**config.mk**
```make
export PLATFORM = sky130hd
export DESIGN_NAME = mem_master_flat
export DESIGN_NICKNAME = d
export VERILOG_FILES = /design/src/rtl/mem_master_pkg.sv /design/src/rtl/mem_master_if.sv /design/src/rtl/mem_master.sv /design/src/flat_wrapper.sv
export SDC_FILE = /design/constraint.sdc
export NUM_CORES = 1
export LEC_CHECK = 0
export ABC_AREA = 1
export BUFFER_PORTS_ARGS = -buffer_cell sky130_fd_sc_hd__clkbuf_2
export CAP_MARGIN = 20
export CORE_MARGIN = 2
export CORE_UTILIZATION = 50
export CTS_BUF_LIST = sky130_fd_sc_hd__clkbuf_16
export DETAILED_ROUTE_END_ITERATION = 6
export PLACE_DENSITY = 0.82
export SLEW_MARGIN = 20
export SYNTH_ARGS = -nofsm -noshare
export SYNTH_HDL_FRONTEND = slang
export SYNTH_SLANG_ARGS = --single-unit
```
**constraint.sdc**
```tcl
create_clock -name i_clk -period 1.56 [get_ports i_clk]
set_clock_uncertainty 0.05 [all_clocks]
set_input_delay 0.39 -clock i_clk [delete_from_list [all_inputs] [get_ports i_clk]]
set_output_delay 0.39 -clock i_clk [all_outputs]
set_load 0.05 [all_outputs]
```
**src/rtl/mem_master_pkg.sv**
```systemverilog
// Shared types for the mem_master memory initiator: command opcodes and FSM states.
package mem_master_pkg;

  localparam int DATA_BITS = 8;
  localparam int MEMADDRS  = 256;

  typedef enum logic [1:0] {
    OP_READ  = 2'd0,
    OP_WRITE = 2'd1,
    OP_FILL  = 2'd2,
    OP_COPY  = 2'd3
  } op_e;

  typedef enum logic [2:0] {
    IDLE    = 3'd0,
    RD      = 3'd1,
    RSP     = 3'd2,
    WSETUP  = 3'd3,
    WSTROBE = 3'd4,
    WHOLD   = 3'd5,
    CRD     = 3'd6
  } state_e;

endpackage

```
**src/rtl/mem_master_if.sv**
```systemverilog
// Command/response port (CPU side) and memory bus port (memory side) for mem_master.
// Handshakes: a transfer happens on a rising edge where valid && ready; the producer
// holds valid and its payload stable until then, and ready may depend on state only.
interface mem_cmd_if #(parameter int BITS = mem_master_pkg::DATA_BITS);
  import mem_master_pkg::*;
  logic            cmd_valid;
  logic            cmd_ready;
  op_e             cmd_op;
  logic [BITS-1:0] cmd_addr;
  logic [BITS-1:0] cmd_aux;
  logic [BITS-1:0] cmd_len;
  logic            rsp_valid;
  logic            rsp_ready;
  logic [BITS-1:0] rsp_data;
  logic            done;
  logic            busy;

  modport master (
    output cmd_valid, cmd_op, cmd_addr, cmd_aux, cmd_len, rsp_ready,
    input  cmd_ready, rsp_valid, rsp_data, done, busy
  );
  modport slave (
    input  cmd_valid, cmd_op, cmd_addr, cmd_aux, cmd_len, rsp_ready,
    output cmd_ready, rsp_valid, rsp_data, done, busy
  );
endinterface

interface mem_bus_if #(parameter int BITS = mem_master_pkg::DATA_BITS);
  logic            rw;
  logic [BITS-1:0] addr;
  logic [BITS-1:0] wdata;
  logic [BITS-1:0] rdata;

  modport master (output rw, addr, wdata, input rdata);
  modport slave  (input rw, addr, wdata, output rdata);
endinterface

```
**src/rtl/mem_master.sv**
```systemverilog
// Bus initiator for an async-write / combinational-read memory: READ, WRITE, FILL, COPY.
// One FSM drives a shared SETUP/STROBE/HOLD write sequence for WRITE, FILL and COPY.
module mem_master
  import mem_master_pkg::*;
#(
  parameter int BITS = DATA_BITS
) (
  input  logic   i_clk,
  input  logic   i_rst_n,
  mem_cmd_if.slave  cmd,
  mem_bus_if.master mem,
  output state_e dbg_state
);

  state_e          state_q, state_d;
  op_e             op_q;
  logic            done_q, done_d;
  logic [BITS-1:0] addr_q, wdata_q, rsp_data_q;
  logic [BITS-1:0] src_q, dst_q, count_q;

  always_ff @(posedge i_clk or negedge i_rst_n) begin
    if (!i_rst_n) state_q <= IDLE;
    else          state_q <= state_d;
  end

  always_comb begin
    state_d = state_q;
    done_d  = 1'b0;
    case (state_q)
      IDLE: begin
        if (cmd.cmd_valid) begin
          case (cmd.cmd_op)
            OP_READ:  state_d = RD;
            OP_WRITE: state_d = WSETUP;
            OP_FILL: begin
              if (cmd.cmd_len == '0) done_d  = 1'b1;
              else                   state_d = WSETUP;
            end
            default: begin
              if (cmd.cmd_len == '0) done_d  = 1'b1;
              else                   state_d = CRD;
            end
          endcase
        end
      end
      RD:      state_d = RSP;
      RSP: begin
        if (cmd.rsp_ready) begin
          state_d = IDLE;
          done_d  = 1'b1;
        end
      end
      WSETUP:  state_d = WSTROBE;
      WSTROBE: state_d = WHOLD;
      WHOLD: begin
        // count_q is meaningless for WRITE, so test the opcode first
        if (op_q == OP_WRITE || count_q == BITS'(1)) begin
          state_d = IDLE;
          done_d  = 1'b1;
        end else if (op_q == OP_COPY) begin
          state_d = CRD;
        end else begin
          state_d = WSETUP;
        end
      end
      CRD:     state_d = WSETUP;
      default: state_d = IDLE;
    endcase
  end

  always_ff @(posedge i_clk or negedge i_rst_n) begin
    if (!i_rst_n) begin
      op_q       <= OP_READ;
      done_q     <= 1'b0;
      addr_q     <= '0;
      wdata_q    <= '0;
      rsp_data_q <= '0;
      src_q      <= '0;
      dst_q      <= '0;
      count_q    <= '0;
    end else begin
      done_q <= done_d;
      case (state_q)
        IDLE: begin
          if (cmd.cmd_valid) begin
            op_q    <= cmd.cmd_op;
            addr_q  <= cmd.cmd_addr;
            wdata_q <= cmd.cmd_aux;
            count_q <= cmd.cmd_len;
            src_q   <= cmd.cmd_addr;
            dst_q   <= cmd.cmd_aux;
          end
        end
        RD:  rsp_data_q <= mem.rdata;
        CRD: begin
          wdata_q <= mem.rdata;
          addr_q  <= dst_q;
        end
        WHOLD: begin
          // Address only moves after HOLD, keeping it stable around the strobe
          count_q <= count_q - 1'b1;
          if (op_q == OP_FILL) begin
            addr_q <= addr_q + 1'b1;
          end else if (op_q == OP_COPY) begin
            src_q  <= src_q + 1'b1;
            dst_q  <= dst_q + 1'b1;
            addr_q <= src_q + 1'b1;
          end
        end
        default: ;
      endcase
    end
  end

  // Strobe is state-decoded so an asynchronous reset drops it immediately
  assign mem.rw        = (state_q == WSTROBE);
  assign mem.addr      = addr_q;
  assign mem.wdata     = wdata_q;
  assign cmd.cmd_ready = (state_q == IDLE);
  assign cmd.busy      = (state_q != IDLE);
  assign cmd.rsp_valid = (state_q == RSP);
  assign cmd.rsp_data  = rsp_data_q;
  assign cmd.done      = done_q;
  assign dbg_state     = state_q;

endmodule

```
**src/flat_wrapper.sv**
```systemverilog
// flat-port wrapper written by rule: the top's interface ports become plain ports
module mem_master_flat import mem_master_pkg::*;
#(
  parameter int BITS = DATA_BITS
)
  (i_clk, i_rst_n, dbg_state, cmd_cmd_valid, cmd_cmd_op, cmd_cmd_addr, cmd_cmd_aux, cmd_cmd_len, cmd_rsp_ready, cmd_cmd_ready, cmd_rsp_valid, cmd_rsp_data, cmd_done, cmd_busy, mem_rw, mem_addr, mem_wdata, mem_rdata);
  mem_cmd_if #(.BITS(BITS)) cmd_i ();
  mem_bus_if #(.BITS(BITS)) mem_i ();
  input  logic i_clk;
  input  logic i_rst_n;
  output state_e dbg_state;
  input wire logic [$bits(cmd_i.cmd_valid)-1:0] cmd_cmd_valid;
  input wire logic [$bits(cmd_i.cmd_op)-1:0] cmd_cmd_op;
  input wire logic [$bits(cmd_i.cmd_addr)-1:0] cmd_cmd_addr;
  input wire logic [$bits(cmd_i.cmd_aux)-1:0] cmd_cmd_aux;
  input wire logic [$bits(cmd_i.cmd_len)-1:0] cmd_cmd_len;
  input wire logic [$bits(cmd_i.rsp_ready)-1:0] cmd_rsp_ready;
  output wire logic [$bits(cmd_i.cmd_ready)-1:0] cmd_cmd_ready;
  output wire logic [$bits(cmd_i.rsp_valid)-1:0] cmd_rsp_valid;
  output wire logic [$bits(cmd_i.rsp_data)-1:0] cmd_rsp_data;
  output wire logic [$bits(cmd_i.done)-1:0] cmd_done;
  output wire logic [$bits(cmd_i.busy)-1:0] cmd_busy;
  output wire logic [$bits(mem_i.rw)-1:0] mem_rw;
  output wire logic [$bits(mem_i.addr)-1:0] mem_addr;
  output wire logic [$bits(mem_i.wdata)-1:0] mem_wdata;
  input wire logic [$bits(mem_i.rdata)-1:0] mem_rdata;
  assign cmd_i.cmd_valid = cmd_cmd_valid;
  assign cmd_i.cmd_op = cmd_cmd_op;
  assign cmd_i.cmd_addr = cmd_cmd_addr;
  assign cmd_i.cmd_aux = cmd_cmd_aux;
  assign cmd_i.cmd_len = cmd_cmd_len;
  assign cmd_i.rsp_ready = cmd_rsp_ready;
  assign cmd_cmd_ready = cmd_i.cmd_ready;
  assign cmd_rsp_valid = cmd_i.rsp_valid;
  assign cmd_rsp_data = cmd_i.rsp_data;
  assign cmd_done = cmd_i.done;
  assign cmd_busy = cmd_i.busy;
  assign mem_rw = mem_i.rw;
  assign mem_addr = mem_i.addr;
  assign mem_wdata = mem_i.wdata;
  assign mem_i.rdata = mem_rdata;
  mem_master #(.BITS(BITS)) u_core (.i_clk(i_clk), .i_rst_n(i_rst_n), .cmd(cmd_i), .mem(mem_i), .dbg_state(dbg_state));
endmodule
```
==> metrics.csv <==
stage;metric;value;unit
outcome;outcome;complete, but fails checks;
outcome;violations;setup timing;
min_path;hold_path_class;input pin to async pin;
finish;mostFrequentLayoutCell;nand2_1;
synth;yosysWarnings;0;
floorplan;num_rows;29;
synth;ys_ff_latch;54;
detailed_routing;wire_per_inst;17.28;um
global_route;grt_usage;25.62;%
critical_path;endpoint_kind;primary output;
critical_path;cp.required;1.12;ns
finish;layout-drive-gt1-share;39.79;%
placed_design;port_buffers;69;
sta;whs;0.02762;ns
sta;hold_viol_final;0;
placed_design;dpl_cell_area;3969;um2
power_and_ir_drop;peakVddDrop;1.664;mV
finish;multi_input_area;2233;um2
finish;seqCellArea;1358;um2
detailed_routing;drt_iter0_drc;317;
power_and_ir_drop;p_leak;2.415;nW
floorplan;io_pins;70;
global_route;grt.busiest_layer;met2;
finish;fillers;395;
global_route;grt_remaining_overflow;0;
finish;antenna-diode-count;0;
global_route;met1_usage;32.98;%
finish;fin_nets;611;
placed_design;place_hpwl;6.207;mm
sta;worst_slew_margin_rel;76.56;%
sta;max_freq;0.5721;GHz
finish;layout.cells.non_filler;645;
placed_design;place_congestion;0.9307;
critical_path;startpoint_type;register;
detailed_routing;dr.pass1.iters;6;
global_route;first_global_vias;3366;
clock_network;cts-root-buf;clkbuf_16;
synth;ys_types;36;
sta;min_period;1.748;ns
clock_network;clk_pin_slew;0.07;ns
power_and_ir_drop;total_power;11.23;mW
finish;area_growth;47.49;%
clock_network;cts_tree;built;
critical_path;cp.arrival;1.31;ns
global_route;grt_max_degree;55;
floorplan;die_area;7441;um2
sta;drv_slew;0;
clock_network;htree_levels;2;
run;drv_cap;0;
synth;netlist_area;3383;um2
critical_path;worst-setup-path-type;register to primary output;
detailed_routing;drc;0;
detailed_routing;finalWirelength;11.15;mm
floorplan;dieWidth;86.26;um
finish;fin_util;77.26;%
clock_network;cts_max_path_buffers;2;
detailed_routing;ant_nets;0;
global_route;use_met3;5.238;%
synth;ys_seq_area_share;39.94;%
synth;synthesis.nets;498;
synth;synth.avg_cell_area;7.436;um2
sta;tightest_slew;0.3480;ns
global_route;met2_usage;43.62;%
sta;setup_slack;-0.1881;ns
clock_network;cts.sink_count;54;
global_route;grt_pass1_wl;15.15;mm
floorplan;initial_utilization;52.38;%
detailed_routing;vias;3747;
sta;period_share;112.1;%
clock_network;numCtsBuffers;5;
sta;final.setup.tns;-4.082;ns
finish;fin_area;4990;um2
detailed_routing;viasPerCell;5.809;
global_route;grt_antenna_before_repair;0;
floorplan;die_height;86.26;um
clock_network;clock_latency;0.30;ns
synth;synth_cells;455;
sta;grt_setup_unrepaired;true;
placed_design;placed_cells;607;
sta;setup_violations;46;
finish;most-common-layout-cells;nand2_1 (120), clkbuf_2 (61), dfrtp_1 (51);
critical_path;critical_path.max_fanout;4;
floorplan;core_region_area;6459;um2
placed_design;pre_cts_ws;-0.05141;ns
power_and_ir_drop;power_density;2251;nW/um2
-- flip-flops by register name (all words and copies together) (netlist names) --
| signal | count |
|---|---|
| u_core.cmd.done | 1 |
| u_core.cmd.rsp_data | 8 |
| u_core.count_q | 8 |
| u_core.dbg_state | 3 |
| u_core.dst_q | 8 |
| u_core.mem.addr | 8 |
| u_core.mem.wdata | 8 |
| u_core.op_q | 2 |
| u_core.src_q | 8 |
-- synthesized netlist by cell type (all sizes together) --
master / instances / area (um2)
nand2: 155 / 634.4
a21oi: 13 / 65.06
a22oi: 3 / 22.52
inv: 43 / 168.9
o22ai: 1 / 6.260
a31oi: 8 / 50.05
or2: 2 / 12.52
a21boi: 1 / 7.510
clkbuf: 1 / 3.750
xor2: 7 / 61.31
ha: 5 / 62.56
nor3: 5 / 25.02
mux2: 8 / 90.09
nand3: 44 / 255.2
nand3b: 1 / 7.510
xnor2: 3 / 26.28
nand4: 3 / 18.77
nor2: 45 / 181.4
buf: 11 / 92.59
o211ai: 6 / 60.06
dfrtp: 54 / 1351
o21ai: 36 / 180.2
-- critical path, cell delays in order (launching register included) --
cell and delay [ns]:
dfrtp_4 0.53, nor2_4 0.17, nand2_8 0.10, inv_12 0.07, clkbuf_16 0.15
-- final timing paths --
check | from | end | slack, ns | cells after the start
worst min-delay path | i_rst_n | u_core.mem.wdata[7] | 0.03 | 2
min in group i_clk | mem_rdata[0] | u_core.mem.wdata[0] | 0.30 | 3
worst max register to register | u_core.dbg_state[1] | u_core.mem.addr[6] | -0.17 | 7
max in group asynchronous | i_rst_n | u_core.dbg_state[1] | 1.14 | 2
worst min register to register | u_core.cmd.rsp_data[0] | u_core.cmd.rsp_data[0] | 0.46 | 1
worst max-delay path | u_core.dbg_state[1] | cmd_cmd_ready | -0.19 | 4
-- routing by layer --
layer	routed length, um	part of all wire (%)	vias to the layer above
met5	0	0	-
met4	332	3.0	0
met3	816	7.3	39
met2	5631	51	222
met1	4367	39	1775
li1	-	-	1711
-- kinds of logic (layout without fill, tap and decap cells) --
family	Yosys count	count (layout)	synth area share (%)
adders and majority gates	5	5	1.849
DFF	54	54	39.94
xor gates and xnor gates	10	10	2.589
AOI/OAI and AO/OA	68	68	11.58
muxes	8	8	2.663
and+or+nand+nor	255	258	33.54
buffers and inverters	55	165	7.840
-- timing repair --
| item | in CTS | in global routing |
|---|---|---|
| cloned | 5 | 3 |
| pin swaps | 11 | 30 |
| endpoints found under the setup margin | 27 | 50 |
| hold buffers | 0 | 0 |
| gates resized for setup | 52 | 99 |
| setup buffers | 10 | 14 |
-- where the power goes --
part / switching (mW) / internal [mW] / total, mW
combinational: 4.62 / 2.67 / 7.28
sequential: 0.731 / 2.11 / 2.84
clock: 0.526 / 0.587 / 1.11
-- cell type report --
| cell class | count | share of cell area [%] |
|---|---|---|
| repair buffers | 112 | 18.43 |
| clock inverters | 2 | 0.3009 |
| multi-input cells | 349 | 44.76 |
| flip-flops and latches | 54 | 27.21 |
| repair inverters | 3 | 0.6770 |
| well taps | 77 | 1.931 |
| inverters | 43 | 4.188 |
| clock buffers | 5 | 2.508 |
(Power assumes the default switching activity.)
